File: config.mk
export PLATFORM = sky130hd
export DESIGN_NAME = pcpu_mem_access
export DESIGN_NICKNAME = d
export VERILOG_FILES = /design/src/rtl/pcpu_mem_access.sv
export SDC_FILE = /design/constraint.sdc
export NUM_CORES = 1
export LEC_CHECK = 0
export ABC_AREA = 1
export CAP_MARGIN = 20
export CORE_MARGIN = 2
export CORE_UTILIZATION = 63
export CTS_CLUSTER_DIAMETER = 150
export CTS_CLUSTER_SIZE = 12
export DETAILED_ROUTE_END_ITERATION = 10
export DONT_BUFFER_PORTS = 1
export PLACE_DENSITY = 0.9
export SLEW_MARGIN = 40
export SYNTH_ARGS = -nofsm -noshare
export SYNTH_HDL_FRONTEND = slang
export SYNTH_SLANG_ARGS = --single-unit
export TNS_END_PERCENT = 30
File: constraint.sdc
create_clock -name clk -period 3.9 [get_ports clk]
set_input_delay 0.39 -clock clk [delete_from_list [all_inputs] [get_ports clk]]
set_output_delay 0.39 -clock clk [all_outputs]
set_load 0.02 [all_outputs]
File: src/rtl/pcpu_mem_access.sv
// MEM-stage load/store unit: lane extract/extend for loads, RMW for sub-word stores.
// Optional MISALIGN_TRAP_EN: flag and suppress misaligned H/W accesses.
module pcpu_mem_access #(
  parameter int ADDR_W = 7
) (
  input  logic              clk,
  input  logic              rstn,
  input  logic              mem_rd,
  input  logic              mem_wr,
  input  logic [2:0]        mem_op,
  input  logic [31:0]       addr,
  input  logic [31:0]       wdata,
  output logic              stall,
  output logic [31:0]       rdata,
  output logic              rdata_vld,
  output logic              dm_rd,
  output logic              dm_wr,
  output logic [ADDR_W-1:0] dm_addr,
  output logic [31:0]       dm_din,
  input  logic [31:0]       dm_dout,
  output logic              misalign
);

  localparam logic [0:0] IDLE   = 1'b0;
  localparam logic [0:0] RMW_WR = 1'b1;

  logic [0:0]        state;
  logic [ADDR_W-1:0] rmw_addr;
  logic [31:0]       rmw_data;
  logic [31:0]       merged;
  logic [31:0]       ld_val;
  logic [7:0]        ld_byte;
  logic [15:0]       ld_half;
  logic              op_b, op_h, op_u;
  logic              st, ld, sub, idle, mis;
  logic              unused;

  assign unused = ^addr[31:ADDR_W];

  assign op_b = (mem_op == 3'b000) || (mem_op == 3'b100);
  assign op_h = (mem_op == 3'b001) || (mem_op == 3'b101);
  assign op_u = mem_op[2];
  assign sub  = op_b || op_h;
  assign st   = mem_wr;
  assign ld   = mem_rd && !mem_wr;
  assign idle = (state == IDLE);

`ifdef MISALIGN_TRAP_EN
  assign mis = (op_h && addr[0]) || (!sub && (addr[1:0] != 2'b00));
`else
  assign mis = 1'b0;
`endif

  assign ld_byte = dm_dout[{addr[1:0], 3'b000} +: 8];
  assign ld_half = dm_dout[{addr[1], 4'b0000} +: 16];

  always_comb begin
    merged = dm_dout;
    if (op_b)
      merged[{addr[1:0], 3'b000} +: 8] = wdata[7:0];
    else if (op_h)
      merged[{addr[1], 4'b0000} +: 16] = wdata[15:0];
  end

  always_comb begin
    ld_val = dm_dout;
    if (op_b)
      ld_val = {{24{!op_u && ld_byte[7]}}, ld_byte};
    else if (op_h)
      ld_val = {{16{!op_u && ld_half[15]}}, ld_half};
  end

  // Outputs are forced quiet while reset is held, even mid-RMW.
  always_comb begin
    stall   = 1'b0;
    dm_rd   = 1'b0;
    dm_wr   = 1'b0;
    dm_din  = wdata;
    dm_addr = {addr[ADDR_W-1:2], 2'b00};
    if (!rstn) begin
      dm_din = wdata;
    end else if (!idle) begin
      dm_wr   = 1'b1;
      dm_din  = rmw_data;
      dm_addr = rmw_addr;
    end else if (st && !mis) begin
      if (sub) begin
        dm_rd = 1'b1;
        stall = 1'b1;
      end else begin
        dm_wr = 1'b1;
      end
    end else if (ld && !mis) begin
      dm_rd = 1'b1;
    end
  end

  always_ff @(posedge clk or negedge rstn) begin
    if (!rstn) begin
      state    <= IDLE;
      rmw_addr <= '0;
      rmw_data <= '0;
    end else if (!idle) begin
      state <= IDLE;
    end else if (st && sub && !mis) begin
      state    <= RMW_WR;
      rmw_addr <= {addr[ADDR_W-1:2], 2'b00};
      rmw_data <= merged;
    end
  end

  always_ff @(posedge clk or negedge rstn) begin
    if (!rstn) begin
      rdata     <= '0;
      rdata_vld <= 1'b0;
    end else begin
      rdata_vld <= idle && ld;
      if (idle && ld)
        rdata <= mis ? 32'h0 : ld_val;
    end
  end

`ifdef MISALIGN_TRAP_EN
  always_ff @(posedge clk or negedge rstn) begin
    if (!rstn)
      misalign <= 1'b0;
    else
      misalign <= idle && (st || ld) && mis;
  end
`else
  assign misalign = 1'b0;
`endif

endmodule

Word level (Yosys, flattened, before mapping)
Index checks and enable logic that the tools add are counted.

storage, ports and cells
  register bits = 71
  latch bits = 0
  RAM bits = 0
  ROM bits = 0
  bits of input ports = 103
  output and inout port bits = 76
  logic and storage cells = 53
  memories kept = 0

operators by class
  add/sub/neg operators = 2
  multiply operators = 0
  divide/modulo/power cells = 0
  magnitude comparators = 0
  equal/unequal tests = 3
  shift-type cells = 6
  muxes and demuxes = 24
  bitwise operators = 1
  reduce and logical (&&, ||, !) cells = 12

operators with widths
  kind                     count
  $mux 32                  6
  $bwmux 32                2
  $shift 16x7->32 const A  1
  $shift 8x7->32 const A   1
  $shiftx 16x7->32         1
  $shiftx 32x6->16         1
  $shiftx 32x6->8          1
  $shiftx 8x7->32          1
  $mux 1                   14
  $mux 7                   2
  $neg 5->7                2
  $eq 3x3->1 const B       2
  $logic_and 1x1->1        5
  $eq 3x1->1 const B       1
  $logic_not 3->1          1
  $logic_or 1x1->1         3
  $logic_not 1->1          2
  $reduce_and 2->1         1
  $not 1->1                1

Logic depth before layout (Yosys ltp)
Gate-level depths: netlist (run 1).

  word-level depth = 7
  gate-level depth with buffers = 11
  mapped depth without buffers = 9

Least setup slack after synthesis (run 1)
Ideal clock, no wire load.

  path kind = input-to-output
  start = in mem_op[1]
  end = out dm_rd
  data arrival time = 1.366 ns
  data required time = 3.510 ns
  slack = 2.144 ns
  stages on the path = 5
  buffers on the path = 2
  cells stage by stage = buf_4 inv_2 nand3_2 clkbuf_1 a21oi_1

between the ends
  word-level cells in the longest chain between the ends = 7

ends and longest elaborated chain
  element                              RTL line  source
  start: declaration                   10        input logic [2:0] mem_op,
  $eq 3x3->1 (tied with other cells)   40        assign op_b = (mem_op == 3'b000) || (mem_op == 3'b100);
  $logic_or 1x1->1 (on tied branches)  40, 41
  $logic_or 1x1->1 (*)                 43        assign sub = op_b || op_h;
  $mux 1 (*)                           87        if (sub) begin
  $mux 1 (*)                           86        end else if (st && !mis) begin
  $mux 1 (*)                           82        end else if (!idle) begin
  $mux 1 (*)                           80        if (!rstn) begin
  end: declaration                     16        output logic dm_rd,

Mark *: on every way between the ends. The rest lies on a longest branch, timed or not.

Worst setup path after layout (run 1)
  start = reg state
  end = out dm_din[7]

between the ends
  word-level cells in the longest chain between the ends = 2

ends and longest elaborated chain
  element                   RTL line  source
  start: declaration        27        logic [0:0] state;
  start signal: assignment  100       state <= IDLE;
  start signal: assignment  104       state <= IDLE;
  start signal: assignment  106       state <= RMW_WR;
  $mux 32                   82
  $mux 32                   80
  end: declaration          19        output logic [31:0] dm_din,

No other way between the ends.

==> results of run 1 <==
-- placed cells by master (no fill, tap or decap), types with 2 or more instances in the layout --
cell,instances
nand3_1,90
nand2_1,355
o21ai_2,6
inv_2,5
conb_1,3
a21oi_1,45
mux2_2,32
bufinv_16,2
nor2_1,23
ha_1,5
o211ai_1,7
buf_4,4
o21ai_0,31
inv_1,54
o21ai_1,7
nor2_8,2
nand2_4,2
clkbuf_8,10
dfrtp_1,71
-- per-stage QoR --
stage,instance area [um^2],std cells,util (%),hold slack [ns],power (mW)
6_report,5390,873,66.2,0.215,2.12
5_1_grt,5390,873,66.2,0.234,2.24
4_1_cts,5390,873,66.2,0.219,2.12
3_5_place_dp,5130,856,63.1,0.0960,1.44
3_3_place_gp,5130,856,63.0,0.0963,1.42
2_1_floorplan,5240,796,-,0.0944,1.37
-- critical path, delay by kind of cell (launching register included) --
kind                   cells  cell delay, ns
and+or+nand+nor            1            0.07
muxes                      1            0.46
DFF                        1            0.39
buffers and inverters      1            0.41
-- metal layers --
| metal | vias to the layer above | routed length [um] | track usage, % |
|---|---|---|---|
| met5 | - | 0 | 0 |
| met4 | 0 | 460 | 11.5 |
| met3 | 50 | 1630 | 8.62 |
| met2 | 304 | 7150 | 53.8 |
| met1 | 2356 | 5990 | 45.4 |
| li1 | 2461 | - | - |
-- registers in the layout (all words and copies together) (netlist names) --
signal     cells
rdata_vld      1
rdata         32
state          1
rmw_addr       5
rmw_data      32
-- cell usage after synthesis (all sizes together) --
cell | count | area [um^2]
conb | 1 | 3.75
o211ai | 7 | 52.6
nor2 | 26 | 133
a21oi | 45 | 225
inv | 60 | 228
nor3 | 1 | 10.0
o31ai | 1 | 7.51
buf | 37 | 224
mux2 | 32 | 360
clkinv | 1 | 3.75
dfrtp | 71 | 1780
nand4 | 2 | 18.8
nand2 | 357 | 1360
nand3 | 92 | 478
ha | 5 | 62.6
o21ai | 44 | 243
clkbuf | 12 | 55.1
-- cell type report --
| class | instances | area, um^2 |
|---|---|---|
| Fill cell | 704 | 2750 |
| Clock inverter | 5 | 81.3 |
| Clock buffer | 10 | 138 |
| Inverter | 61 | 231 |
| Multi-Input combinational cell | 615 | 2960 |
| Timing Repair Buffer | 6 | 67.6 |
| Sequential cell | 71 | 1780 |
| Tap cell | 105 | 131 |
-- power by group through the flow --
| stage | clock network (mW) | registers, mW | logic, mW |
|---|---|---|---|
| after floorplan | 0 | 0.993 | 0.381 |
| after global placement | 0 | 1.01 | 0.407 |
| after detailed placement | 0 | 1.02 | 0.422 |
| after CTS | 0.673 | 1.00 | 0.444 |
| after global routing | 0.712 | 1.02 | 0.504 |
| final | 0.672 | 1.00 | 0.444 |
-- final timing paths --
path	cells past startpoint	endpoint	slack [ns]	startpoint
max	3	dm_din[7]	1.80	state
min	2	rmw_addr[6]	0.22	addr[6]
max reg2reg	6	rmw_data[22]	2.25	state
min reg2reg	2	rmw_data[31]	0.48	rmw_data[31]
max in group asynchronous	2	rmw_data[5]	3.00	rstn
min in group asynchronous	2	rdata[7]	0.57	rstn
-- kinds of logic after synthesis --
logic type | synth area share (%)
other cells | 0.0716
mux | 6.88
compound gates | 10.1
simple gates | 38.1
flops | 33.9
fa+ha+maj | 1.19
buf+inv | 9.75
-- timing repair --
action	CTS	global route
hold buffers	2	0
hold endpoints to repair	71	0
endpoints found under the setup margin	0	0
==> results.toml, run 1 <==
[yosys]
postSynthAreaPerCell_um2 = 6.59
syn_area_um2 = 5240
post_synth_num_cell_types = 31
ys_seq_area_share_pct = 33.9
ys_warn_count = 0
ys_ff_latch = 71
syn_inst = 794

[critical_path]
slowest_delay_ns = 0.46
cp_slowest_cell = "mux2_2"
cp_data_required_time_ns = 3.51
crit_fanout = 43
worst-setup-path-type = "reg2out"
path_cells = "nand2_1 -> buf_4 -> mux2_2"
cp.arrival_ns = 1.71
startpoint_type = "flop"
crit_path_end_kind = "output port"

[global_routing]
grt_pass1_wl_um = 24100
grt_max_degree = 72
grt_overflow = 0
grt.total_usage_pct = 34.0
grt_pass1_vias = 4594
antenna_found_initial = 0

[floorplanning]
start_util_pct = 64.4
pin_count = 179
die_w_um = 95.2
num_rows = 33
dieArea_um2 = 9060
core_um2 = 8130
die_y_um = 95.2

[placement]
dp_hpwl_um = 10800
finalWeightedCongestion = 0.923
port-buffer-count = 0
pre_cts_slack_ns = 2.05

[sta]
max_slew.worst_pin.slew_ns = 0.824
slew-limit-headroom_pct = 44.6
fin_ws_ns = 1.80
slew_violations = 0
period_minus_slack_ns = 2.10
fmax_mhz = 475
setup_viol = 0
setup-tns-final_ns = 0
rsz0062_at_grt = "no"
period_share_pct = 54.0
hold_violations = 0
skew_ns = 0.0121

[power_and_ir_drop]
power_switching_mw = 0.734
p_comb_share_pct = 20.9
cellLeakagePower_nw = 2.98
internal_power_mw = 1.39
p_per_area_nw_per_um2 = 394
seqPwrFrac_pct = 47.4
vdd_ir_drop_max_mv = 0.192
clockPowerShare_pct = 31.7
sw_frac_of_total_pct = 34.6

[clock_network]
post_cts_buffers = 0
post_cts_resized = 0
htree_levels = 3
ctsLongestPathBuffers = 2
clk_pin_slew_worst_paths_ns = 0.08
cts_sinks = 71
cts_tree = "done"
cts_buffers = 9
cts_root_buf = "clkbuf_8"
worstSkewPairLatency_ns = 0.35

[detailed_routing]
viasPerCell = 5.92
post_drt_wl_per_cell_um = 17.4
ant_nets = 0
drc = 0
via_count = 5171
initialDrtViolationCount = 524
wirelength_um = 15200
drtPass1Iterations = 6

[run]
cap_violations = 0

[layout]
area_growth_pct = 2.89
fin_nets = 872
drive_gt1_share_pct = 9.51
diodes = 0

[outcome]
status = "finished, final reports clean"

[worst_hold_path]
hold_path_class = "in2reg"
No activity file was read; power rests on OpenSTA's default activity.
==> run 2, diff against run 1 <==
--- a/config.mk
+++ b/config.mk
@@ -8,12 +8,12 @@
 export ABC_AREA = 1
 export CAP_MARGIN = 20
 export CORE_MARGIN = 2
-export CORE_UTILIZATION = 63
+export CORE_UTILIZATION = 59
 export CTS_CLUSTER_DIAMETER = 150
 export CTS_CLUSTER_SIZE = 12
 export DETAILED_ROUTE_END_ITERATION = 10
 export DONT_BUFFER_PORTS = 1
-export PLACE_DENSITY = 0.9
+export PLACE_DENSITY = 0.89
 export SLEW_MARGIN = 40
 export SYNTH_ARGS = -nofsm -noshare
 export SYNTH_HDL_FRONTEND = slang
==> constraint.sdc (replaced) <==
create_clock -name clk -period 1.9 [get_ports clk]
set_input_delay 0.19 -clock clk [delete_from_list [all_inputs] [get_ports clk]]
set_output_delay 0.19 -clock clk [all_outputs]
set_load 0.02 [all_outputs]
==> run 2 against run 1 <==
Net effect:
- sequential cell count stayed put
- global-route usage is 3.0 points lower
- critical path depth stayed put
- first-iteration DRC count stayed put
- clock skew is 0.0030 ns higher
- largest cell class unchanged
- non-clock buffer count is 11 higher
- die area is 6.5% higher
- hold slack worse by 0.21 ns
- clock-buffer cell count is 1 lower
- sequential power is 110% higher
- combinational power is 110% higher
- routed wire length is 1.5% lower
==> results.toml, run 2 (synthesized netlist as in run 1, its figures left out) <==
[outcome]
status = "finished, final reports clean"

[layout]
layout_commonest_cell = "nand2_1"
area_growth_pct = 4.66
drive_gt1_share_pct = 10.8
fin_nets = 883
n_fill_cell = 835
diodes = 0
final_cell_mix = "nand2_1, nand3_1, dfrtp_1"
reg.largest.list = "rdata (32), rmw_data (32), rmw_addr (5)"
fin_util_pct = 63.1

[sta]
slew-limit-headroom_pct = 53.7
setup-tns-final_ns = 0
slew_violations = 0
hold_violations = 0
skew_ns = 0.0150
max_slew.worst_pin.slew_ns = 0.688
setup_viol = 0
period_minus_slack_ns = 1.74
fmax_mhz = 575
rsz0062_at_grt = "no"
period_share_pct = 91.5
fin_ws_ns = 0.161

[floorplanning]
die_w_um = 98.2
pin_count = 179
num_rows = 34
start_util_pct = 60.3
die_y_um = 98.2
dieArea_um2 = 9640
core_um2 = 8680

[clock_network]
postCtsHoldBufs = 2
worstSkewPairLatency_ns = 0.35
post_cts_buffers = 0
cts_tree = "done"
htree_levels = 3
clk_pin_slew_worst_paths_ns = 0.09
cts_sinks = 71
post_cts_resized = 0
cts_buffers = 9
cts_root_buf = "clkbuf_8"
ctsLongestPathBuffers = 2

[placement]
port-buffer-count = 0
finalWeightedCongestion = 0.918
pre_cts_slack_ns = 0.279
dp_hpwl_um = 10800

[global_routing]
grt_pass1_wl_um = 24500
grt_max_degree = 81
grt_pass1_vias = 4826
grt.total_usage_pct = 31.1
grt_overflow = 0
antenna_found_initial = 0

[critical_path]
crit_fanout = 43
r2r_setup_slack_ns = 0.58
startpoint_type = "flop"
cp_data_required_time_ns = 1.71
ff2ff_path_depth = 6
worst-path-stages = 3
r2r_start = "state"
cp.arrival_ns = 1.55
crit_path_end_kind = "output port"
path_cells = "nand2_1 -> buf_12 -> mux2_2"
startpoint = "state"
crit_path_end = "dm_din[13]"
slowest_delay_ns = 0.44
cp_slowest_cell = "mux2_2"
r2r-end = "rdata[5]"
worst-path-buf-inv = 1
worst-setup-path-type = "reg2out"
critPathTopFamily = "multiplexers"

[worst_hold_path]
hold_path_class = "in2reg"
worstHoldStart = "addr[3]"

[run]
cap_violations = 0

[detailed_routing]
ant_nets = 0
drc = 0
initialDrtViolationCount = 524
via_count = 5174
post_drt_wl_per_cell_um = 16.9
drtPass1Iterations = 6
wirelength_um = 15000
viasPerCell = 5.83

[power_and_ir_drop]
vdd_ir_drop_max_mv = 0.437
p_per_area_nw_per_um2 = 777
cellLeakagePower_nw = 3.03
==> run 2: cell count changes in the layout (fill, tap and decap cells not counted) <==
cell,previous run,this run
buf_12,0,2
buf_4,4,13
bufinv_16,2,1
clkbuf_8,10,9
clkinv_2,1,0
clkinv_4,0,1
clkinvlp_4,1,3
inv_1,54,55
inv_2,5,4
inv_8,0,1
nor2_2,0,1
nor2_4,1,0
==> run 2: worst min-delay path by stage <==
stage                     slack [ns]     endpoint  depth (start not counted)
after floorplan                -0.11     rdata[0]                          0
after global placement         -0.10     rdata[9]                          0
after detailed placement       -0.10     rdata[9]                          0
after CTS                      0.003  rmw_addr[6]                          2
after global routing            0.04  rmw_addr[2]                          2
final                          0.004  rmw_addr[3]                          2
==> run 2: worst reg2reg max path: stages (launching register included) <==
cell and delay, ns:
dfrtp_1 0.39, inv_1 0.09, nand3_1 0.12, inv_1 0.07, buf_4 0.30, nand3_1 0.20
nand2_1 0.09
==> run 2: final cells by class <==
class | instances | area, um^2 | area share (%)
Clock buffer | 9 | 124 | 2.26
Clock inverter | 7 | 81.3 | 1.48
Inverter | 61 | 231 | 4.22
Multi-Input combinational cell | 615 | 2960 | 53.9
Sequential cell | 71 | 1780 | 32.4
Tap cell | 108 | 135 | 2.47
Timing Repair Buffer | 17 | 175 | 3.20
==> run 2: report_power, final <==
part | switching, mW | leakage [nW] | internal (mW)
sequential | 0.300 | 0.889 | 1.76
combinational | 0.598 | 2.05 | 0.339
clock | 0.639 | 0.0940 | 0.622
total | 1.54 | 3.03 | 2.72
==> run 2: layer usage <==
metal | routed length [um] | vias up | track usage (%)
li1 | - | 2482 | -
met1 | 5950 | 2350 | 42.1
met2 | 6950 | 308 | 49.2
met3 | 1680 | 34 | 6.44
met4 | 408 | 0 | 11.9
met5 | 0 | - | 0
==> run 2: through the flow <==
stage | cells | hold WS (ns) | instance area [um^2] | total power, mW
6_report | 888 | 0.00419 | 5480 | 4.26
4_1_cts | 888 | 0.00300 | 5480 | 4.27
2_1_floorplan | 796 | -0.106 | 5240 | 2.82
3_3_place_gp | 870 | -0.103 | 5240 | 2.94
5_1_grt | 888 | 0.0411 | 5480 | 4.48
3_5_place_dp | 870 | -0.104 | 5240 | 2.98
==> run 3, diff against run 2 <==
--- a/config.mk
+++ b/config.mk
@@ -8,12 +8,12 @@
 export ABC_AREA = 1
 export CAP_MARGIN = 20
 export CORE_MARGIN = 2
-export CORE_UTILIZATION = 59
+export CORE_UTILIZATION = 63
 export CTS_CLUSTER_DIAMETER = 150
 export CTS_CLUSTER_SIZE = 12
 export DETAILED_ROUTE_END_ITERATION = 10
 export DONT_BUFFER_PORTS = 1
-export PLACE_DENSITY = 0.89
+export PLACE_DENSITY = 0.9
 export SLEW_MARGIN = 40
 export SYNTH_ARGS = -nofsm -noshare
 export SYNTH_HDL_FRONTEND = slang
==> constraint.sdc (replaced) <==
create_clock -name clk -period 2.08 [get_ports clk]
set_input_delay 0.208 -clock clk [delete_from_list [all_inputs] [get_ports clk]]
set_output_delay 0.208 -clock clk [all_outputs]
set_load 0.02 [all_outputs]
==> run 3 against run 2 <==
Net effect:
- clock skew is 0.0080 ns lower
- die area fell by 6.1%
- cell area increased by 0.14%
- non-clock buffer count is 1 higher
- final cell count decreased by 0.23%
- core utilization increased by 4.3 points
- critical endpoint is now dm_din[7]
- largest power group unchanged
- highest routed layer unchanged
==> results.toml, run 3 (synthesized netlist as in run 1, its figures left out) <==
[critical_path]
path_cells = "nand2_1 -> buf_4 -> mux2_2"
cp.arrival_ns = 1.56
startpoint = "state"
slowest_delay_ns = 0.44
startpoint_type = "flop"
critPathTopFamily = "multiplexers"
r2r_setup_slack_ns = 0.76
cp_slowest_cell = "mux2_2"
worst-path-buf-inv = 1
crit_path_end_kind = "output port"
worst-setup-path-type = "reg2out"
crit_fanout = 21
r2r_start = "state"
cp_data_required_time_ns = 1.87

[layout]
drive_gt1_share_pct = 10.8
layoutNonFillerInstCount = 886
reg.largest.list = "rdata (32), rmw_data (32), rmw_addr (5)"
final_cell_mix = "nand2_1, nand3_1, dfrtp_1"
layout_commonest_cell = "nand2_1"
fin_nets = 884
area_growth_pct = 4.80

[detailed_routing]
wirelength_um = 15700
drc = 0
via_count = 5228
post_drt_wl_per_cell_um = 17.7
viasPerCell = 5.90
ant_nets = 0
drtPass1Iterations = 5
initialDrtViolationCount = 468

[worst_hold_path]
worstHoldStart = "addr[3]"
hold_path_class = "in2reg"

[placement]
place_inst = 868
port-buffer-count = 0
dp_hpwl_um = 11100
pre_cts_slack_ns = 0.476
finalWeightedCongestion = 0.912

[power_and_ir_drop]
clockPowerShare_pct = 31.7
cellLeakagePower_nw = 3.05
p_comb_share_pct = 21.4
p_per_area_nw_per_um2 = 733
sw_frac_of_total_pct = 34.9
power_switching_mw = 1.40
internal_power_mw = 2.62
seqPwrFrac_pct = 46.9
vdd_ir_drop_max_mv = 0.434

[clock_network]
post_cts_resized = 0
cts_buffers = 9
clk_pin_slew_worst_paths_ns = 0.08
post_cts_buffers = 0
cts_root_buf = "clkbuf_8"
ctsLongestPathBuffers = 2
cts_tree = "done"
cts_sinks = 71
worstSkewPairLatency_ns = 0.35
postCtsHoldBufs = 2
htree_levels = 3

[global_routing]
grt_pass1_vias = 4881
grt_max_degree = 72
grt_pass1_wl_um = 24300
grt_overflow = 0
antenna_found_initial = 0
grt.total_usage_pct = 34.7

[sta]
setup_viol = 0
fin_ws_ns = 0.308
max_slew.worst_pin.slew_ns = 0.618
hold_violations = 0
period_minus_slack_ns = 1.77
period_share_pct = 85.2
setup-tns-final_ns = 0
slew-limit-headroom_pct = 58.7
slew_violations = 0
skew_ns = 0.00705
rsz0062_at_grt = "no"
hold_slack_ns = 0.0300
fmax_mhz = 564

[floorplanning]
pin_count = 179
dieArea_um2 = 9060
die_y_um = 95.2
die_w_um = 95.2
num_rows = 33
start_util_pct = 64.4
core_um2 = 8130

[run]
cap_violations = 0

[outcome]
status = "finished, final reports clean"
-- run 3: area by class of cell --
cell class                      count  area (um^2)
Antenna cell                        1         2.50
Clock buffer                       10          138
Clock inverter                      5         81.3
Fill cell                         756         2650
Inverter                           61          231
Multi-Input combinational cell    615         2960
Sequential cell                    71         1780
Tap cell                          105          131
Timing Repair Buffer               18          170
-- run 3: worst paths after layout --
| kind | to | cells after the start |
|---|---|---|
| hold reg to reg | rmw_data[20] | 2 |
| setup / recovery | dm_din[7] | 3 |
| min in group asynchronous | rdata[15] | 2 |
| max in group asynchronous | rmw_data[5] | 2 |
| setup reg to reg | rdata[5] | 6 |
| hold / removal | rmw_addr[3] | 2 |
-- run 3: metal layers --
metal,track usage (%),vias to the layer above,share of wire [%],wire length (um)
li1,-,2480,-,-
met1,43.7,2388,38,6010
met2,55.8,315,47,7400
met3,9.80,45,11,1720
met4,14.7,0,3.5,550
met5,0,-,0,0
-- run 3: stage by stage --
step	utilization (%)	total power, mW	cell area, um^2
after global placement	64.3	2.68	5230
after floorplan	-	2.57	5240
after global routing	67.4	4.22	5490
final	67.5	4.02	5490
after CTS	67.4	4.03	5490
after detailed placement	64.3	2.73	5230
-- run 3: power by group through the flow --
stage	Combinational, mW	Clock (mW)	Sequential [mW]
after floorplan	0.714	0	1.86
after global placement	0.787	0	1.90
after detailed placement	0.819	0	1.91
after CTS	0.862	1.28	1.88
after global routing	0.974	1.33	1.92
final	0.863	1.28	1.89
